## config.mk

```make
export PLATFORM = sky130hd
export DESIGN_NAME = latch_snapshot_streamer_flat
export DESIGN_NICKNAME = d
export VERILOG_FILES = /design/src/rtl/latch_snapshot_streamer_if.sv /design/src/rtl/latch_snapshot_streamer.sv /design/src/flat_wrapper.sv
export SDC_FILE = /design/constraint.sdc
export NUM_CORES = 1
export LEC_CHECK = 0
export CAP_MARGIN = 20
export CORE_UTILIZATION = 40
export CTS_CLUSTER_DIAMETER = 60
export CTS_CLUSTER_SIZE = 28
export DETAILED_ROUTE_END_ITERATION = 16
export GPL_TIMING_DRIVEN = 0
export PLACE_DENSITY = 0.67
export SYNTH_ARGS = -nofsm -noshare
export SYNTH_HDL_FRONTEND = slang
export SYNTH_SLANG_ARGS = --single-unit
export TNS_END_PERCENT = 10
```

## constraint.sdc

```tcl
create_clock -name clk -period 2.14 [get_ports clk]
set_input_delay 0.642 -clock clk [delete_from_list [all_inputs] [get_ports clk]]
set_output_delay 0.642 -clock clk [all_outputs]
set_load 0.01 [all_outputs]
```

## src/rtl/latch_snapshot_streamer_if.sv

```systemverilog
// Byte stream from the snapshot streamer to the UART transmitter (valid/ready).
interface latch_snapshot_streamer_if;
    logic [7:0] data;
    logic       valid;
    logic       ready;

    // Streamer side drives the byte, the TX side answers with ready
    modport master (output data, output valid, input ready);
    modport slave  (input data, input valid, output ready);
endinterface

```

## src/rtl/latch_snapshot_streamer.sv

```systemverilog
// Debug-frame generator: captures NUM_WORDS pipeline-latch words on a trigger and
// streams them as SYNC, COUNT, payload bytes and an optional XOR checksum.
module latch_snapshot_streamer #(
    parameter int unsigned NUM_WORDS   = 16,
    parameter int unsigned WORD_W      = 32,
    parameter bit          MSB_FIRST   = 1'b1,
    parameter logic [7:0]  SYNC_BYTE   = 8'hA5,
    parameter bit          CHECKSUM_EN = 1'b1
) (
    input  logic                          clk,
    input  logic                          reset,
    input  logic [NUM_WORDS*WORD_W-1:0]   in_snapshot,
    input  logic                          in_trigger,
    input  logic                          in_abort,
    input  logic                          in_clr_ovr,
    latch_snapshot_streamer_if.master     tx,
    output logic                          out_busy,
    output logic                          out_done,
    output logic                          out_overrun
);

    localparam int unsigned BPW        = (WORD_W + 7) / 8;
    localparam int unsigned PAD_W      = BPW * 8;
    localparam int unsigned SNAP_W     = NUM_WORDS * WORD_W;
    localparam int unsigned BYTE_CNT_W = (BPW > 1) ? $clog2(BPW) : 1;
    localparam int unsigned WORD_CNT_W = (NUM_WORDS > 1) ? $clog2(NUM_WORDS) : 1;

    localparam logic [BYTE_CNT_W-1:0] LAST_BYTE = BYTE_CNT_W'(BPW - 1);
    localparam logic [WORD_CNT_W-1:0] LAST_WORD = WORD_CNT_W'(NUM_WORDS - 1);

    typedef enum logic [2:0] {
        ST_IDLE,
        ST_SYNC,
        ST_COUNT,
        ST_PAYLOAD,
        ST_CHECK
    } state_e;

    state_e                  state_q, state_d;
    logic [SNAP_W-1:0]       snap_q, snap_d;
    logic [BYTE_CNT_W-1:0]   byte_q, byte_d;
    logic [WORD_CNT_W-1:0]   word_q, word_d;
    logic [7:0]              csum_q, csum_d;
    logic [7:0]              data_q, data_d;
    logic                    busy_q, busy_d;
    logic                    done_q, done_d;
    logic                    ovr_q, ovr_d;
    logic                    hs;

    // Byte idx of captured word, zero-padded to whole bytes and ordered per MSB_FIRST
    function automatic logic [7:0] payload_byte(
        input logic [SNAP_W-1:0]     snap,
        input logic [WORD_CNT_W-1:0] word,
        input logic [BYTE_CNT_W-1:0] idx
    );
        logic [PAD_W-1:0]      w;
        logic [BYTE_CNT_W-1:0] sel;
        w   = PAD_W'(snap[word*WORD_W +: WORD_W]);
        sel = MSB_FIRST ? (LAST_BYTE - idx) : idx;
        return w[sel*8 +: 8];
    endfunction

    // A byte counts as transferred only when presented, accepted and not aborted
    assign hs = busy_q & tx.ready & ~in_abort;

    // State and datapath registers
    always_ff @(posedge clk or negedge reset) begin
        if (!reset) begin
            state_q <= ST_IDLE;
            snap_q  <= '0;
            byte_q  <= '0;
            word_q  <= '0;
            csum_q  <= '0;
            data_q  <= '0;
            busy_q  <= 1'b0;
            done_q  <= 1'b0;
            ovr_q   <= 1'b0;
        end else begin
            state_q <= state_d;
            snap_q  <= snap_d;
            byte_q  <= byte_d;
            word_q  <= word_d;
            csum_q  <= csum_d;
            data_q  <= data_d;
            busy_q  <= busy_d;
            done_q  <= done_d;
            ovr_q   <= ovr_d;
        end
    end

    // Next-state logic; out_data is computed for the state being entered so it is registered
    always_comb begin
        state_d = state_q;
        snap_d  = snap_q;
        byte_d  = byte_q;
        word_d  = word_q;
        csum_d  = csum_q;
        data_d  = data_q;
        done_d  = 1'b0;
        ovr_d   = ovr_q;

        // Trigger during a frame is dropped but remembered; set beats clear
        if (in_trigger && busy_q) begin
            ovr_d = 1'b1;
        end else if (in_clr_ovr) begin
            ovr_d = 1'b0;
        end

        unique case (state_q)
            ST_IDLE: begin
                if (in_trigger) begin
                    snap_d  = in_snapshot;
                    csum_d  = '0;
                    byte_d  = '0;
                    word_d  = '0;
                    data_d  = SYNC_BYTE;
                    state_d = ST_SYNC;
                end
            end
            ST_SYNC: begin
                if (hs) begin
                    data_d  = 8'(NUM_WORDS);
                    state_d = ST_COUNT;
                end
            end
            ST_COUNT: begin
                if (hs) begin
                    csum_d  = csum_q ^ data_q;
                    data_d  = payload_byte(snap_q, '0, '0);
                    state_d = ST_PAYLOAD;
                end
            end
            ST_PAYLOAD: begin
                if (hs) begin
                    csum_d = csum_q ^ data_q;
                    if (byte_q == LAST_BYTE) begin
                        byte_d = '0;
                        if (word_q == LAST_WORD) begin
                            if (CHECKSUM_EN) begin
                                data_d  = csum_q ^ data_q;
                                state_d = ST_CHECK;
                            end else begin
                                done_d  = 1'b1;
                                state_d = ST_IDLE;
                            end
                        end else begin
                            word_d = WORD_CNT_W'(word_q + 1'b1);
                            data_d = payload_byte(snap_q, WORD_CNT_W'(word_q + 1'b1), '0);
                        end
                    end else begin
                        byte_d = BYTE_CNT_W'(byte_q + 1'b1);
                        data_d = payload_byte(snap_q, word_q, BYTE_CNT_W'(byte_q + 1'b1));
                    end
                end
            end
            ST_CHECK: begin
                if (hs) begin
                    done_d  = 1'b1;
                    state_d = ST_IDLE;
                end
            end
            default: begin
                state_d = ST_IDLE;
            end
        endcase

        // Abort drops the frame at this edge; hs is already suppressed so nothing counts
        if (in_abort && (state_q != ST_IDLE)) begin
            state_d = ST_IDLE;
            done_d  = 1'b0;
        end

        busy_d = (state_d != ST_IDLE);
    end

    assign tx.data     = data_q;
    assign tx.valid    = busy_q;
    assign out_busy    = busy_q;
    assign out_done    = done_q;
    assign out_overrun = ovr_q;

endmodule

```

## src/flat_wrapper.sv

```systemverilog
// flat-port wrapper written by rule: the top's interface ports become plain ports
module latch_snapshot_streamer_flat 
#(
    parameter int unsigned NUM_WORDS   = 16,
    parameter int unsigned WORD_W      = 32,
    parameter bit          MSB_FIRST   = 1'b1,
    parameter logic [7:0]  SYNC_BYTE   = 8'hA5,
    parameter bit          CHECKSUM_EN = 1'b1
)
  (clk, reset, in_snapshot, in_trigger, in_abort, in_clr_ovr, out_busy, out_done, out_overrun, tx_data, tx_valid, tx_ready);
  latch_snapshot_streamer_if tx_i ();
  input  logic clk;
  input  logic reset;
  input  logic [NUM_WORDS*WORD_W-1:0] in_snapshot;
  input  logic in_trigger;
  input  logic in_abort;
  input  logic in_clr_ovr;
  output logic out_busy;
  output logic out_done;
  output logic out_overrun;
  output wire logic [$bits(tx_i.data)-1:0] tx_data;
  output wire logic [$bits(tx_i.valid)-1:0] tx_valid;
  input wire logic [$bits(tx_i.ready)-1:0] tx_ready;
  assign tx_data = tx_i.data;
  assign tx_valid = tx_i.valid;
  assign tx_i.ready = tx_ready;
  latch_snapshot_streamer #(.NUM_WORDS(NUM_WORDS), .WORD_W(WORD_W), .MSB_FIRST(MSB_FIRST), .SYNC_BYTE(SYNC_BYTE), .CHECKSUM_EN(CHECKSUM_EN)) u_core (.clk(clk), .reset(reset), .in_snapshot(in_snapshot), .in_trigger(in_trigger), .in_abort(in_abort), .in_clr_ovr(in_clr_ovr), .tx(tx_i), .out_busy(out_busy), .out_done(out_done), .out_overrun(out_overrun));
endmodule
```

* After elaboration in Yosys (flattened, before gate mapping)
Index checks and enable logic that the tools add are counted.
Storage, ports and cells: bits in registers 540, bits of input ports 518, output and inout bits 12, word-level logic and storage cells 80
Operators by class: $add $sub $neg 3, equal/unequal tests 13, shift-type cells 3, mux-type cells 33, bitwise operators 4, reductions and logical operators 15
Operators by type and width (count):
- 512-bit by 10-bit indexed part select with 32-bit output | 2
- 8-bit 2-to-1 mux | 8
- 8-bit case mux with 4 select lines | 1
- 32-bit by 6-bit indexed part select with 8-bit output | 1
- 3-bit 2-to-1 mux | 8
- 4-bit 2-to-1 mux | 4
- 8-bit case mux with 2 select lines | 1
- 3-bit case mux with 5 select lines | 1
- 2-bit by 1-bit inequality test with 1-bit output (second input constant) | 5
- 5-bit AND reduction | 2
- 4-bit case mux with 2 select lines | 1
- 8-bit XOR | 1
- 3-bit by 2-bit == test with 1-bit output (second input constant) | 2
- 2-bit 2-to-1 mux | 3
- 3-bit AND reduction | 2
- 2-bit nonzero test | 3
- 3-bit nonzero test | 2
- 1-bit 2-to-1 mux | 5
- 4-bit by 1-bit adder with 4-bit output (second input constant) | 1
- 4-bit == test (second input constant) | 1
- 2-bit inequality test (second input constant) | 2
- 2-bit case mux with 2 select lines | 1
- 4-bit nonzero test | 1
- 3-bit by 1-bit == test with 1-bit output (second input constant) | 1
- 10 further kinds | 12

* Depth between registers and ports, before layout
word-level depth 7, gate-level depth with buffers 11, depth with buffers taken out 7

* Worst setup path after synthesis
Ideal clock, no wire load.
path kind register -> register, start register u_core.word_q[1], end register u_core.data_q[5], in the netlist u_core.tx.data[5], setup time 139 ps, arrival 2126 ps, data required time 2001 ps, slack -125 ps, stages on the path, launching flop included 10, buffers on the path 3, clock period less this slack 2265 ps, cells stage by stage dfrtp_1 > ha_1 > clkbuf_1 > buf_2 > clkbuf_1 > mux4_2 > nand2_1 > nand3_1 > a31oi_1 > o311ai_1
Between the ends: longest elaborated chain between the ends 6, elaborated cells between the ends (all ways) 9, those cells by class 1 x add/sub; 1 x eq/ne; 3 x shift; 4 x mux
RTL lines:
- start, declared | line latch_snapshot_streamer.sv:42 | logic [WORD_CNT_W-1:0] word_q, word_d;
- start signal, assigned | line latch_snapshot_streamer.sv:82 | word_q <= word_d;
- 4-bit by 1-bit adder with 4-bit output | line latch_snapshot_streamer.sv:148 | data_d = payload_byte(snap_q, WORD_CNT_W'(word_q + 1'b1), '0);
- 512-bit by 10-bit indexed part select with 32-bit output | line latch_snapshot_streamer.sv:58 | w = PAD_W'(snap[word*WORD_W +: WORD_W]);
- 8-bit 2-to-1 mux | line latch_snapshot_streamer.sv:138 | if (word_q == LAST_WORD) begin
- 8-bit 2-to-1 mux * | line latch_snapshot_streamer.sv:136 | if (byte_q == LAST_BYTE) begin
- 8-bit 2-to-1 mux * | line latch_snapshot_streamer.sv:134 | if (hs) begin
- 8-bit case mux with 4 select lines * | line latch_snapshot_streamer.sv:109 | unique case (state_q)
- end signal, assigned | line latch_snapshot_streamer.sv:84 | data_q <= data_d;
- end, declared | line latch_snapshot_streamer.sv:44 | logic [7:0] data_q, data_d;
Mark *: on every way between the ends. The rest lies on a longest branch, timed or not. The select of a mux whose other input is x is not followed. A chain may end at the register's enable or synchronous reset.

* Worst setup path after layout
start register u_core.word_q[1], end register u_core.data_q[6], in the netlist u_core.tx.data[6]
Same word-level chain as after synthesis.

==> metrics.txt <==
# TYPE chip_impl_metric gauge
chip_impl_info{name="critical_path_class",value="flip-flop to flip-flop"} 1
chip_impl_metric{name="yosys.cell_types.count",unit=""} 52
chip_impl_info{name="failed_checks",value="setup timing"} 1
chip_impl_metric{name="clkSinkCount",unit=""} 540
chip_impl_info{name="tritoncts",value="done"} 1
chip_impl_metric{name="gr-total-overflow",unit=""} 0
chip_impl_metric{name="maxClockFrequency",unit="GHz"} 0.393
chip_impl_metric{name="synth_enable_flop_cells",unit=""} 0
chip_impl_metric{name="timing.final.crit_period",unit="ns"} 2.55
chip_impl_info{name="synth_most_common_cell",value="nand2_1"} 1
chip_impl_metric{name="drt-wirelength-per-cell",unit="um"} 25.5
chip_impl_metric{name="final-max-slew-violation-count",unit=""} 0
chip_impl_metric{name="grtUsageTotal",unit=""} 0.334
chip_impl_metric{name="ant_nets",unit=""} 0
chip_impl_metric{name="grt_start_max_net_pins",unit=""} 117
chip_impl_info{name="unrepaired_setup_endpoints_after_global_routing",value="true"} 1
chip_impl_metric{name="placedCellCount",unit=""} 4236
chip_impl_metric{name="power.total",unit="mW"} 42.1
chip_impl_metric{name="post_synthesis_sequential_area_ratio",unit=""} 0.519
chip_impl_metric{name="vdd_ir_drop_max",unit="mV"} 0.651
chip_impl_metric{name="critical_path_required",unit="ns"} 2.62
chip_impl_metric{name="num_rows",unit=""} 93
chip_impl_metric{name="dp_slack",unit="ns"} -1.66
chip_impl_info{name="outcome",value="finished with violations"} 1
chip_impl_metric{name="fill_cells",unit=""} 5778
chip_impl_metric{name="gate_count_post_synth",unit=""} 2847
chip_impl_metric{name="layout-area-overhead-vs-synth",unit="%"} 37.1
chip_impl_metric{name="worst_case_hold_slack",unit="ns"} 0.476
chip_impl_info{name="critPathCaptureType",value="flip-flop"} 1
chip_impl_info{name="synth_ff_type",value="dfrtp_1"} 1
chip_impl_metric{name="instances_no_fill",unit=""} 4361
chip_impl_metric{name="ios",unit=""} 530
chip_impl_metric{name="insertion_delay",unit="ns"} 0.63
chip_impl_info{name="ctsRootBufferMaster",value="clkbuf_16"} 1
chip_impl_metric{name="fraction_of_layout_cells_with_a_size_suffix_above_1",unit=""} 0.146
chip_impl_metric{name="arrival",unit="ns"} 3.03
chip_impl_metric{name="postLayoutSetupSlackWorst",unit="ns"} -0.406
chip_impl_metric{name="initial_antenna_violation_count",unit=""} 8
chip_impl_info{name="ys_top_cells_by_area",value="dfrtp_1 52%, nand2_1 23%, mux4_2 10%, mux2i_1 2.8%, clkbuf_1 1.9%"} 1
chip_impl_metric{name="clock-skew-final",unit="ns"} 0.0345
chip_impl_metric{name="clk_transition_reported_paths",unit="ns"} 0.08
chip_impl_metric{name="cts_max_level",unit=""} 2
chip_impl_metric{name="cts-root-to-sink-buffers",unit=""} 3
chip_impl_metric{name="routed_wl",unit="um"} 111000
chip_impl_metric{name="vias_in_the_first_global_route",unit=""} 23632
chip_impl_metric{name="place.detailed.hpwl",unit="um"} 85500
chip_impl_metric{name="nNetsFinal",unit=""} 3985
chip_impl_metric{name="min_period_over_period",unit=""} 1.19
chip_impl_metric{name="drt_iter0_markers",unit=""} 2839
chip_impl_info{name="post_synth_most_frequent_cells",value="1621 x nand2_1, 540 x dfrtp_1, 133 x clkbuf_1"} 1
chip_impl_metric{name="synth_area",unit="um2"} 26000
chip_impl_metric{name="synth_top_area_frac",unit=""} 0.519
chip_impl_metric{name="finalSetupViolations",unit=""} 8
chip_impl_metric{name="io_buffer_count",unit=""} 529
chip_impl_metric{name="starting_utilization_of_the_core_area",unit=""} 0.405
chip_impl_metric{name="yosys_warn_count",unit=""} 0
chip_impl_metric{name="global_route_wire_length_before_repair",unit="um"} 159000
chip_impl_metric{name="tritoncts.num_buffers",unit=""} 44
chip_impl_metric{name="synth-seq-cells",unit=""} 540
chip_impl_metric{name="die_width",unit="um"} 257
chip_impl_metric{name="timing.max_cap.violations",unit=""} 0
chip_impl_metric{name="hold_violations",unit=""} 0
chip_impl_metric{name="design.core.area",unit="um2"} 64300
chip_impl_metric{name="relative_slew_margins",unit=""} 0.481
chip_impl_metric{name="drtPass1Iterations",unit=""} 7
chip_impl_metric{name="syn-num-nets",unit=""} 3367
chip_impl_metric{name="setup.reg_to_reg.worst_slack",unit="ns"} -0.41
chip_impl_metric{name="fp.dieH",unit="um"} 257
chip_impl_metric{name="worst_slew_pin_slew",unit="ns"} 0.779
chip_impl_info{name="timing.critical_path.from_type",value="flip-flop"} 1
chip_impl_metric{name="postLayoutCoreUtil",unit=""} 0.555
chip_impl_metric{name="leakage",unit="nW"} 16.8
chip_impl_metric{name="synthesis.area_per_instance",unit="um2"} 9.15
chip_impl_metric{name="globalplace.congestion",unit=""} 0.993
chip_impl_metric{name="via_count_of_the_routed_design",unit=""} 24071
chip_impl_metric{name="pwr_density_cell",unit="nW/um2"} 1180
chip_impl_metric{name="dieArea",unit="um2"} 66100
chip_impl_metric{name="crit_fanout",unit=""} 11
chip_impl_metric{name="route.detailed.vias_per_inst",unit=""} 5.52
chip_impl_metric{name="synth-async-reset-ratio",unit=""} 1.00
chip_impl_info{name="synth_top_cell_by_area",value="dfrtp_1"} 1
chip_impl_info{name="min_path_type",value="flip-flop to flip-flop"} 1
chip_impl_metric{name="post-route-drc-count",unit=""} 0
-- worst paths after layout --
| path | start | endpoint | cells after the start |
|---|---|---|---|
| min in group asynchronous | reset | u_core.snap_q[91] | 2 |
| min | u_core.snap_q[433] | u_core.snap_q[433] | 2 |
| max reg2reg | u_core.word_q[1] | u_core.tx.data[6] | 10 |
| max | u_core.word_q[1] | u_core.tx.data[6] | 10 |
| min reg2reg | u_core.snap_q[433] | u_core.snap_q[433] | 2 |
| max in group asynchronous | reset | u_core.snap_q[475] | 4 |
-- timing repair --
item / in CTS / in global routing
setup buffers: 20 / 15
pin swaps: 12 / 16
endpoints found under the setup margin: 547 / 635
hold buffers: 1 / 0
cloned: 0 / 4
endpoints found under the hold margin: 9 / 0
gates resized for setup: 302 / 128
-- state kept, by name, summed over array words and instances, names as in the netlist --
register            cells
u_core.byte_q           2
u_core.tx.data          8
u_core.csum_q           8
u_core.out_overrun      1
u_core.out_done         1
u_core.out_busy         1
u_core.word_q           4
u_core.state_q          3
u_core.snap_q         512
-- final cells by class --
| cell class | instances | area (um2) | area share |
|---|---|---|---|
| repair buffers | 574 | 5880 | 0.165 |
| diodes | 5 | 12.5 | 0.000350 |
| clock buffers | 45 | 1110 | 0.0312 |
| multi-input cells | 2119 | 12100 | 0.340 |
| inverters | 5 | 20.0 | 0.000561 |
| plain buffers | 181 | 1460 | 0.0410 |
| clock inverters | 37 | 490 | 0.0137 |
| well taps | 855 | 1070 | 0.0300 |
| flip-flops and latches | 540 | 13500 | 0.379 |
-- power breakdown --
part / internal [mW] / switching [mW]
logic: 6.05 / 8.49
clock network: 4.40 / 4.69
registers: 14.9 / 3.58
total: 25.4 / 16.8
-- worst max-delay path: stages, from the launching register on --
cell	delay, ns
dfrtp_2	0.47
buf_12	0.17
buf_12	0.15
buf_12	0.17
clkbuf_16	0.19
mux2i_4	0.26
a22oi_1	0.12
nand2_1	0.20
o21ai_2	0.11
a2111oi_4	0.45
o21ai_1	0.10
-- per-layer routing --
layer  part of all wire  vias to the layer above  GRT usage  routed length, um
met5            0.00033                        -          0                 37
met4              0.048                        6      0.147               5320
met3              0.090                      245     0.0594               9990
met2               0.47                     1341      0.527              51900
met1               0.39                    11903      0.451              43900
li1                   -                    10576          -                  -
-- logic make-up (layout without fill, tap and decap cells) --
| logic type | Yosys count | after routing | share of synthesized area |
|---|---|---|---|
| and+or+nand+nor | 1728 | 1728 | 0.256 |
| DFF | 540 | 540 | 0.519 |
| muxes | 215 | 215 | 0.147 |
| buffers and inverters | 188 | 842 | 0.0336 |
| AOI/OAI and AO/OA | 168 | 168 | 0.0421 |
| xor gates and xnor gates | 6 | 6 | 0.00202 |
| adders and majority gates | 2 | 2 | 0.000961 |
| other | 0 | 5 | 0 |
-- through the flow --
step / TNS, ns / area (um2)
after floorplan: -0.0251 / 26000
after global placement: - / 32400
after detailed placement: -710.79 / 32500
after CTS: -5.65 / 35200
after global routing: -3.33 / 35700
final: -2.96 / 35700
-- cells in the final DEF, fill, tap and decap left out, types with 8 or more instances in the layout --
master,synthesis,layout
a22oi_2,1,15
clkbuf_16,0,48
clkinv_8,0,11
inv_8,0,10
clkbuf_2,0,66
dfrtp_1,540,533
nand4_1,8,8
buf_6,12,8
a31oi_1,14,11
mux4_2,118,118
buf_16,0,10
mux2i_1,74,64
dlygate4sd2_1,0,10
buf_4,12,38
nor2_1,36,28
o21ai_0,44,41
clkbuf_4,0,25
nor2b_1,11,9
a21oi_1,23,20
nand3_1,25,23
a22oi_1,45,31
buf_12,1,26
nand2_1,1621,1616
clkdlybuf4s50_1,0,516
mux4_1,11,11
buf_2,15,33
clkbuf_1,133,10
Power figures use the tool's default switching activity.
